--- config.mk ---
export PLATFORM = sky130hd
export DESIGN_NAME = peripheral_bus_timer
export DESIGN_NICKNAME = d
export VERILOG_FILES = /design/src/rtl/peripheral_bus_timer.sv
export SDC_FILE = /design/constraint.sdc
export NUM_CORES = 1
export LEC_CHECK = 0
export ABC_AREA = 1
export ABC_CLOCK_PERIOD_IN_PS = 4300
export CAP_MARGIN = 20
export CORE_UTILIZATION = 32
export DETAILED_ROUTE_END_ITERATION = 6
export GPL_ROUTABILITY_DRIVEN = 0
export PLACE_DENSITY = 0.48
export SKIP_LAST_GASP = 1
export SYNTH_ARGS = -nofsm -noshare
export SYNTH_HDL_FRONTEND = slang
export SYNTH_SLANG_ARGS = --single-unit
--- constraint.sdc ---
create_clock -name clk -period 4.3 [get_ports clk]
set_input_delay 0.645 -clock clk [delete_from_list [all_inputs] [get_ports clk]]
set_output_delay 0.645 -clock clk [all_outputs]
set_load 0.01 [all_outputs]
--- src/rtl/peripheral_bus_timer.sv ---
// 32-bit down-counting peripheral-bus timer with busy/ready read handshake and level IRQ.
// Optional prescaler register at 0x10 enabled by defining TIMER_PRESCALER_EN.
module peripheral_bus_timer #(
  parameter logic [15:0] DEVICE_ADDRESS = 16'h0000
) (
  input  logic        clk,
  input  logic        rst_n,
  input  logic        peripheralBus_we,
  input  logic        peripheralBus_oe,
  output logic        peripheralBus_busy,
  input  logic [23:0] peripheralBus_address,
  input  logic [3:0]  peripheralBus_byteSelect,
  input  logic [31:0] peripheralBus_dataWrite,
  output logic [31:0] peripheralBus_dataRead,
  output logic        timer_irq
);

  typedef enum logic [5:0] {
    REG_CONFIG   = 6'h00,
    REG_RELOAD   = 6'h01,
    REG_VALUE    = 6'h02,
    REG_STATUS   = 6'h03,
    REG_PRESCALE = 6'h04
  } reg_sel_e;

  function automatic logic [31:0] lane_merge(input logic [31:0] old_v,
                                             input logic [31:0] new_v,
                                             input logic [3:0]  be);
    logic [31:0] r;
    r = old_v;
    for (int unsigned i = 0; i < 4; i++) begin
      if (be[i]) r[8*i +: 8] = new_v[8*i +: 8];
    end
    return r;
  endfunction

  logic        enable_q, enable_d;
  logic        periodic_q, periodic_d;
  logic        irq_en_q, irq_en_d;
  logic [31:0] reload_q, reload_d;
  logic [31:0] value_q, value_d;
  logic        expired_q, expired_d;
  logic        write_done_q, write_done_d;
  logic        read_ready_q, read_ready_d;
  logic [31:0] read_buffer_q, read_buffer_d;
  logic        irq_q, irq_d;

  logic        selected;
  logic        write_commit;
  logic        read_start;
  logic [5:0]  word_idx;
  logic        wr_config, wr_reload, wr_value, wr_status;
  logic        tick;
  logic [31:0] rd_data;
  logic        unused_addr_bits;

  assign unused_addr_bits = ^peripheralBus_address[1:0];
  assign word_idx     = peripheralBus_address[7:2];
  assign selected     = (peripheralBus_address[23:8] == DEVICE_ADDRESS) &&
                        (peripheralBus_we || peripheralBus_oe);
  assign write_commit = selected && peripheralBus_we && !write_done_q;
  assign read_start   = selected && peripheralBus_oe && !read_ready_q;

  assign wr_config = write_commit && (word_idx == REG_CONFIG);
  assign wr_reload = write_commit && (word_idx == REG_RELOAD);
  assign wr_value  = write_commit && (word_idx == REG_VALUE);
  assign wr_status = write_commit && (word_idx == REG_STATUS);

`ifdef TIMER_PRESCALER_EN
  logic [15:0] prescale_q, prescale_d;
  logic [15:0] pcount_q, pcount_d;
  logic        wr_prescale;
  logic [31:0] prescale_merged;

  assign wr_prescale     = write_commit && (word_idx == REG_PRESCALE);
  assign tick            = enable_q && (pcount_q == prescale_q);
  assign prescale_merged = lane_merge({16'h0000, prescale_q}, peripheralBus_dataWrite,
                                      {2'b00, peripheralBus_byteSelect[1:0]});

  always_comb begin
    prescale_d = prescale_q;
    if (wr_prescale) prescale_d = prescale_merged[15:0];
    pcount_d = pcount_q + 16'd1;
    if (!enable_q || wr_value || (pcount_q == prescale_q)) pcount_d = '0;
  end

  always_ff @(posedge clk or negedge rst_n) begin
    if (!rst_n) begin
      prescale_q <= '0;
      pcount_q   <= '0;
    end else begin
      prescale_q <= prescale_d;
      pcount_q   <= pcount_d;
    end
  end
`else
  assign tick = enable_q;
`endif

  always_comb begin
    rd_data = '0;
    case (word_idx)
      REG_CONFIG:   rd_data = {29'd0, irq_en_q, periodic_q, enable_q};
      REG_RELOAD:   rd_data = reload_q;
      REG_VALUE:    rd_data = value_q;
      REG_STATUS:   rd_data = {31'd0, expired_q};
`ifdef TIMER_PRESCALER_EN
      REG_PRESCALE: rd_data = {16'd0, prescale_q};
`endif
      default:      rd_data = '0;
    endcase
  end

  // Ordering encodes priority: count first, then bus writes override, except
  // that an expiry set is applied after a STATUS clear so the set wins.
  always_comb begin
    enable_d   = enable_q;
    periodic_d = periodic_q;
    irq_en_d   = irq_en_q;
    reload_d   = reload_q;
    value_d    = value_q;
    expired_d  = expired_q;

    if (wr_status && peripheralBus_byteSelect[0] && peripheralBus_dataWrite[0])
      expired_d = 1'b0;

    if (tick) begin
      if (value_q != '0) begin
        value_d = value_q - 32'd1;
      end else begin
        expired_d = 1'b1;
        if (periodic_q) value_d  = reload_q;
        else            enable_d = 1'b0;
      end
    end

    if (wr_config && peripheralBus_byteSelect[0]) begin
      enable_d   = peripheralBus_dataWrite[0];
      periodic_d = peripheralBus_dataWrite[1];
      irq_en_d   = peripheralBus_dataWrite[2];
    end
    if (wr_reload) reload_d = lane_merge(reload_q, peripheralBus_dataWrite, peripheralBus_byteSelect);
    if (wr_value)  value_d  = lane_merge(value_q, peripheralBus_dataWrite, peripheralBus_byteSelect);
  end

  always_comb begin
    write_done_d  = peripheralBus_we && (write_done_q || write_commit);
    read_ready_d  = selected && peripheralBus_oe;
    read_buffer_d = read_start ? rd_data : read_buffer_q;
    irq_d         = expired_q && irq_en_q;
  end

  always_ff @(posedge clk or negedge rst_n) begin
    if (!rst_n) begin
      enable_q      <= 1'b0;
      periodic_q    <= 1'b0;
      irq_en_q      <= 1'b0;
      reload_q      <= '0;
      value_q       <= '0;
      expired_q     <= 1'b0;
      write_done_q  <= 1'b0;
      read_ready_q  <= 1'b0;
      read_buffer_q <= '0;
      irq_q         <= 1'b0;
    end else begin
      enable_q      <= enable_d;
      periodic_q    <= periodic_d;
      irq_en_q      <= irq_en_d;
      reload_q      <= reload_d;
      value_q       <= value_d;
      expired_q     <= expired_d;
      write_done_q  <= write_done_d;
      read_ready_q  <= read_ready_d;
      read_buffer_q <= read_buffer_d;
      irq_q         <= irq_d;
    end
  end

  // Gated by rst_n so a reset during an access drops busy at once.
  assign peripheralBus_busy     = rst_n && read_start;
  assign peripheralBus_dataRead = (rst_n && selected && peripheralBus_oe && read_ready_q)
                                  ? read_buffer_q : '0;
  assign timer_irq              = irq_q;

endmodule

Yosys cells after proc, flatten, opt, wreduce, memory -nomap -nowiden
Index checks and enable logic that the tools add are counted.

storage, ports and cells
  bits in registers = 103

operators by class
  add/subtract/negate cells = 1
  equal/unequal tests = 7
  mux-type cells = 17
  reduce and logical (&&, ||, !) cells = 35

operators with widths
  operator                                            number
  2-to-1 mux 32 bit                                   5
  case mux 32 bit (4 select lines)                    1
  2-to-1 mux 8 bit                                    4
  nonzero test 32 bit                                 1
  subtractor 32 x 1 -> 32 bit, second input constant  1
  logical AND 1 bit                                   18
  logical NOT 16 bit                                  1
  == test 6 x 2 -> 1 bit, second input constant       2
  AND reduction 3 bit                                 4
  != test 2 bit, second input constant                4
  AND reduction 2 bit                                 4
  2-to-1 mux 1 bit                                    7
  == test 6 x 1 -> 1 bit, second input constant       1
  logical NOT 6 bit                                   1
  nonzero test 3 bit                                  1
  logical NOT 1 bit                                   2
  logical OR 1 bit                                    2
  nonzero test 2 bit                                  1

Longest topological paths before layout
Gate-level depths: netlist of the first run.

  depth in word-level cells = 10
  depth in mapped cells = 14

Least setup slack after synthesis of the first run
OpenSTA, ideal clock, no wires.

  kind = input-to-output
  start point = input peripheralBus_address[11]
  end point = output peripheralBus_dataRead[10]
  arrival time = 1.665 ns
  path slack = 1.990 ns
  cell stages on the path = 8
  buffers on the path = 1
  cells stage by stage = nor2_1 > nand2_1 > nor2_2 > nand4_1 > inv_1 > nand3_1 > clkbuf_1 > nor2_1

on the way
  longest elaborated chain between the ends = 6

ends and longest elaborated chain
  item                            line  text
  from (decl)                     11    input logic [23:0] peripheralBus_address,
  logical NOT 16 bit              59    assign selected = (peripheralBus_address[23:8] == DEVICE_ADDRESS) &&
  logical AND 1 bit               59
  logical AND 1 bit (3 in a row)  181   assign peripheralBus_dataRead = (rst_n && selected && peripheralBus_oe && read_ready_q)
  2-to-1 mux 32 bit               182   ? read_buffer_q : '0;
  to (decl)                       14    output logic [31:0] peripheralBus_dataRead,

No other way between the ends.

Worst setup path after layout of the first run
  start point = input peripheralBus_address[11]
  end point = output peripheralBus_dataRead[4]

The elaborated chain is that of the path after synthesis.

==> results of run 1 <==
power by group through the flow:
stage | sequential [mW] | clock [mW] | combinational, mW
5_1_grt | 0.972 | 0.932 | 0.127
3_3_place_gp | 0.991 | 0 | 0.117
6_report | 0.972 | 0.878 | 0.114
4_1_cts | 0.972 | 0.900 | 0.116
2_1_floorplan | 0.991 | 0 | 0.0202
3_5_place_dp | 0.991 | 0 | 0.116
path summary, 6_finish.rpt:
| check | from | to | slack [ns] | cells past startpoint |
|---|---|---|---|---|
| min | rst_n | read_ready_q | 0.40 | 2 |
| max in group asynchronous | rst_n | reload_q[13] | 2.64 | 3 |
| max | peripheralBus_address[11] | peripheralBus_dataRead[4] | 0.88 | 10 |
| max reg2reg | value_q[0] | value_q[30] | 1.88 | 11 |
| min in group clk | irq_en_q | timer_irq | 0.48 | 2 |
| min reg2reg | irq_en_q | timer_irq | 0.48 | 2 |
kinds of logic (layout without fill, tap and decap cells):
logic type,after synthesis,count (layout),synth area share [%]
AOI/OAI and AO/OA,114,114,9.61
and+or+nand+nor,591,591,37.9
buffers and inverters,197,288,11.9
adders and majority gates,2,2,0.378
xor gates and xnor gates,10,10,1.32
DFF,103,103,39.0
worst max-delay path: stages:
cell and delay [ns]:
clkdlybuf4s50_1 0.40, nor2_1 0.10, nand2_1 0.09, nor2_2 0.15, nand4_1 0.21, inv_1 0.12
nand3_1 0.07, buf_4 0.26, nor2_1 0.16, clkdlybuf4s50_1 0.56
placed cells by master (no fill, tap or decap), drive strengths merged, types with 3 or more instances in the layout:
master and n:
o22ai 27, nand3 75, nor3 3, clkbuf 9, buf 10, o21ai 83, dfrtp 103, inv 170
nor2 150, nand4 12, xor2 9, nand2 346, clkdlybuf4s50 94
stage by stage:
stage                     util, %  cell area [um2]  setup slack, ns
after floorplan                 -             6620             1.99
after global placement       38.7             7820            0.871
after detailed placement     38.7             7820            0.851
after CTS                    40.2             8130            0.850
after global routing         40.2             8130            0.576
final                        40.2             8130            0.883
cell type report:
class / count / area, um2
well taps: 270 / 338
clock buffers: 9 / 225
repair buffers: 104 / 1020
fillers: 2197 / 12100
flip-flops and latches: 103 / 2580
clock inverters: 7 / 76.3
inverters: 168 / 632
multi-input cells: 717 / 3260
sequential cells by signal, indices dropped and copies added, names as in the netlist:
| name | count |
|---|---|
| value_q | 32 |
| read_buffer_q | 32 |
| periodic_q | 1 |
| write_done_q | 1 |
| read_ready_q | 1 |
| reload_q | 32 |
| irq_en_q | 1 |
| timer_irq | 1 |
| expired_q | 1 |
| enable_q | 1 |
layer usage:
layer	up-vias	part of all wire [%]	global-route usage, %
met5	-	0	0
met4	0	1.1	5.74
li1	3305	-	-
met1	2879	48	28.5
met3	14	4.0	2.92
met2	140	46	33.9
Yosys cell counts, drive strengths merged:
cell    instances
o21bai          2
nor2          150
and2            1
nand2         346
a21oi           1
clkbuf         16
nor3            3
clkinv          1
nand3b          2
nor4            1
xor2            9
dfrtp         103
nor3b           1
o21ai          83
nand4          12
o22ai          27
nand3          75
xnor2           1
inv           167
buf            13
a22o            1
ha              2
==> impl_metrics.env, run 1 <==
export IMPL_grt_pass1_vias=6190
export IMPL_postRouteAntennaNets=0
export IMPL_synth_largest_area_cell="dfrtp_1"
export IMPL_root_buffer="clkbuf_16"
export IMPL_dp_hpwl_mm=15.4
export IMPL_ios=98
export IMPL_hold_class="in2async"
export IMPL_synthDistinctLibCells=35
export IMPL_diodes=0
export IMPL_routed_wl_mm=21.0
export IMPL_ys_ff_latch=103
export IMPL_synth_area_leaders="dfrtp_1 (39%), nand2_1 (19%), inv_1 (9.2%)"
export IMPL_ys_warn_count=0
export IMPL_p_seq_share_pct=49.5
export IMPL_track_usage_pct=20.7
export IMPL_min_period_over_period_pct=79.5
export IMPL_p_int_mw=1.49
export IMPL_cellPowerDensity_mw_per_mm2=242
export IMPL_die_h_um=146
export IMPL_holdWs_ns=0.397
export IMPL_numCtsBuffers=9
export IMPL_cts_resized=0
export IMPL_grt_pass1_wl_mm=34.1
export IMPL_die_area_mm2=0.0213
export IMPL_setup_tns_final_ns=0
export IMPL_finalSetupViolations=0
export IMPL_pwr_share_comb_pct=5.8
export IMPL_dp_cells=1362
export IMPL_clk_pin_slew_ns=0.08
export IMPL_initial_utilization_pct=32.7
export IMPL_grt_max_degree=58
export IMPL_hold_viol_final=0
export IMPL_final_max_slew_violation_count=0
export IMPL_end_kind="primary output"
export IMPL_worstPathMaxFanout=32
export IMPL_fmax_ghz=0.293
export IMPL_dr_pass1_iters=5
export IMPL_grt_overflow_total=0
export IMPL_power_mw=1.96
export IMPL_syn_to_final_growth_pct=22.8
export IMPL_criticalPathCategory="in2out"
export IMPL_cp_arrival_ns=2.77
export IMPL_post_cts_setup_buffers=0
export IMPL_clock_skew_ns=0.0164
export IMPL_portBuffers=95
export IMPL_htreeDepth=3
export IMPL_syn_area_per_cell_um2=6.50
export IMPL_clock_sinks=103
export IMPL_status="completed"
export IMPL_cts_hold_buf=0
export IMPL_drcViolationCount=0
export IMPL_period_needed_ns=3.42
export IMPL_netlist_instances=1017
export IMPL_cts_buffer_depth=2
export IMPL_p_switching_mw=0.478
export IMPL_vias_per_cell=4.60
export IMPL_worstPathRequired_ns=3.65
export IMPL_p_sw_share_pct=24.3
export IMPL_final_net_count=1169
export IMPL_maxCapViolations=0
export IMPL_vias=6338
export IMPL_grt_antenna_before_repair=0
export IMPL_wl_per_cell_um=15.3
export IMPL_dr_first_iter_drc_count=349
export IMPL_slew_headroom_pct=47.2
export IMPL_grt_setup_unrepaired="false"
export IMPL_clkPwrFrac_pct=44.7
export IMPL_drive_gt1_share_pct=5.14
export IMPL_critPathLaunchType="primary input"
export IMPL_worstMarginPinSlew_ns=0.792
export IMPL_ir_worst_vdd_v=0.000173
export IMPL_clkLatencyLatePin_ns=0.37
export IMPL_cts_tree="built"
export IMPL_p_leak_nw=4.05
export IMPL_synth_area_mm2=0.00662
export IMPL_yosysTopAreaCellShare_pct=39.0
export IMPL_design_core_area_mm2=0.0202
export IMPL_syn_num_nets=1083
export IMPL_stdcell_count=1378
export IMPL_yosysSeqAreaShare_pct=39.0
export IMPL_die_w_um=146
export IMPL_rows=52
Note: power is estimated with default switching activity, not from simulation.
==> run 2, diff against run 1 <==
--- a/config.mk
+++ b/config.mk
@@ -6,7 +6,7 @@
 export NUM_CORES = 1
 export LEC_CHECK = 0
 export ABC_AREA = 1
-export ABC_CLOCK_PERIOD_IN_PS = 4300
+export ABC_CLOCK_PERIOD_IN_PS = 3300
 export CAP_MARGIN = 20
 export CORE_UTILIZATION = 32
 export DETAILED_ROUTE_END_ITERATION = 6
==> constraint.sdc (replaced) <==
create_clock -name clk -period 3.3 [get_ports clk]
set_input_delay 0.495 -clock clk [delete_from_list [all_inputs] [get_ports clk]]
set_output_delay 0.495 -clock clk [all_outputs]
set_load 0.01 [all_outputs]
==> impl_metrics.env, run 2 (synthesized netlist as in run 1, its figures left out) <==
export IMPL_hold_viol_final=0
export IMPL_final_cell_mix="nand2_1 (337), inv_1 (163), nor2_1 (138)"
export IMPL_post_cts_setup_buffers=0
export IMPL_r2r_slack_ns=0.94
export IMPL_ir_worst_vdd_v=0.000231
export IMPL_setup_tns_final_ns=0
export IMPL_dp_hpwl_mm=15.6
export IMPL_routed_wl_mm=21.4
export IMPL_cp_arrival_ns=2.49
export IMPL_regArea_mm2=0.00258
export IMPL_grt_pass1_vias=6248
export IMPL_wl_per_cell_um=15.4
export IMPL_final_max_slew_violation_count=0
export IMPL_clkLatencyLatePin_ns=0.36
export IMPL_cts_hold_buf=0
export IMPL_r2r_cells=9
export IMPL_worstMarginPinSlew_ns=0.863
export IMPL_reg_top3="read_buffer_q x32, reload_q x32, value_q x32"
export IMPL_fmax_ghz=0.335
export IMPL_status="completed"
export IMPL_fillers=2217
export IMPL_layout_commonest_cell="nand2_1"
export IMPL_grt_overflow_total=0
export IMPL_period_needed_ns=2.98
export IMPL_multiInputGateArea_mm2=0.00326
export IMPL_vias=6414
export IMPL_htreeDepth=3
export IMPL_worstPathMaxFanout=32
export IMPL_diodes=0
export IMPL_drcViolationCount=0
export IMPL_worstPathRequired_ns=2.80
export IMPL_cts_resized=0
export IMPL_dr_first_iter_drc_count=422
export IMPL_final_net_count=1174
export IMPL_hold_class="in2async"
export IMPL_die_w_um=146
export IMPL_rows=52
export IMPL_placed_cell_area_mm2=0.00790
export IMPL_track_usage_pct=21.0
export IMPL_r2r_end="value_q[27]"
export IMPL_drive_gt1_share_pct=5.39
export IMPL_cts_buffer_depth=2
export IMPL_grt_pass1_wl_mm=34.7
export IMPL_die_h_um=146
export IMPL_slew_headroom_pct=42.4
export IMPL_cts_tree="built"
export IMPL_grt_antenna_before_repair=0
export IMPL_cellPowerDensity_mw_per_mm2=299
export IMPL_final_area_mm2=0.00817
export IMPL_portBuffers=95
export IMPL_criticalPathCategory="in2out"
export IMPL_numCtsBuffers=9
export IMPL_postRouteAntennaNets=0
export IMPL_vias_per_cell=4.64
export IMPL_r2r_start="value_q[15]"
export IMPL_grt_max_degree=65
export IMPL_initial_utilization_pct=32.7
export IMPL_dr_pass1_iters=5
export IMPL_maxCapViolations=0
export IMPL_grt_setup_unrepaired="false"
export IMPL_syn_to_final_growth_pct=23.5
export IMPL_die_area_mm2=0.0213
export IMPL_root_buffer="clkbuf_16"
export IMPL_p_leak_nw=4.07
export IMPL_min_period_over_period_pct=90.4
export IMPL_critPathLaunchType="primary input"
export IMPL_finalSetupViolations=0
export IMPL_clock_sinks=103
export IMPL_clk_pin_slew_ns=0.07
export IMPL_design_core_area_mm2=0.0202
export IMPL_end_kind="primary output"
export IMPL_clock_skew_ns=0.00911
export IMPL_ios=98
==> run 2: worst max path at each step <==
stage	start	end	slack (ns)
after floorplan	peripheralBus_address[11]	peripheralBus_dataRead[10]	1.29
after global placement	peripheralBus_we	peripheralBus_dataRead[5]	0.35
after detailed placement	peripheralBus_address[11]	peripheralBus_dataRead[5]	0.30
after CTS	peripheralBus_address[11]	peripheralBus_dataRead[5]	0.30
after global routing	peripheralBus_address[11]	peripheralBus_dataRead[31]	0.13
final	peripheralBus_we	peripheralBus_dataRead[5]	0.32
==> run 2: cell type report <==
type / instances / share of cell area, %
flip-flops and latches: 103 / 31.6
clock buffers: 11 / 2.85
clock inverters: 5 / 0.429
multi-input cells: 717 / 39.9
well taps: 270 / 4.14
repair buffers: 109 / 13.4
inverters: 168 / 7.74
==> run 2: critical path: stages <==
cell and delay (ns):
clkdlybuf4s50_1 0.52, nor2_1 0.07, nor2_2 0.16, nand4_1 0.14, inv_1 0.10, nand3_1 0.11
buf_12 0.19, nor2_1 0.11, clkdlybuf4s50_1 0.57
==> run 2: stage by stage <==
step | worst slack (ns) | utilization [%] | power (mW) | hold WS, ns | instances
final | 0.316 | 40.4 | 2.44 | 0.207 | 1383
after global routing | 0.125 | 40.4 | 2.54 | 0.258 | 1383
after CTS | 0.297 | 40.4 | 2.47 | 0.234 | 1383
after detailed placement | 0.300 | 39.0 | 1.44 | 0.456 | 1367
after global placement | 0.346 | 39.0 | 1.44 | 0.451 | 1367
after floorplan | 1.29 | - | 1.32 | 0.199 | 1017
==> run 2: power by group <==
group          switching (mW)  internal [mW]  total [mW]  leakage [nW]
combinational          0.0721         0.0765       0.149          3.00
clock                   0.511          0.514        1.02         0.129
sequential            0.00319           1.26        1.27         0.938
==> run 2: metal layers <==
metal | GRT usage [%] | wire length (um) | up-vias
met2 | 34.4 | 9990 | 136
met1 | 29.4 | 10400 | 2935
li1 | - | - | 3326
met5 | 0 | 0 | -
met4 | 4.47 | 183 | 0
met3 | 3.20 | 801 | 17
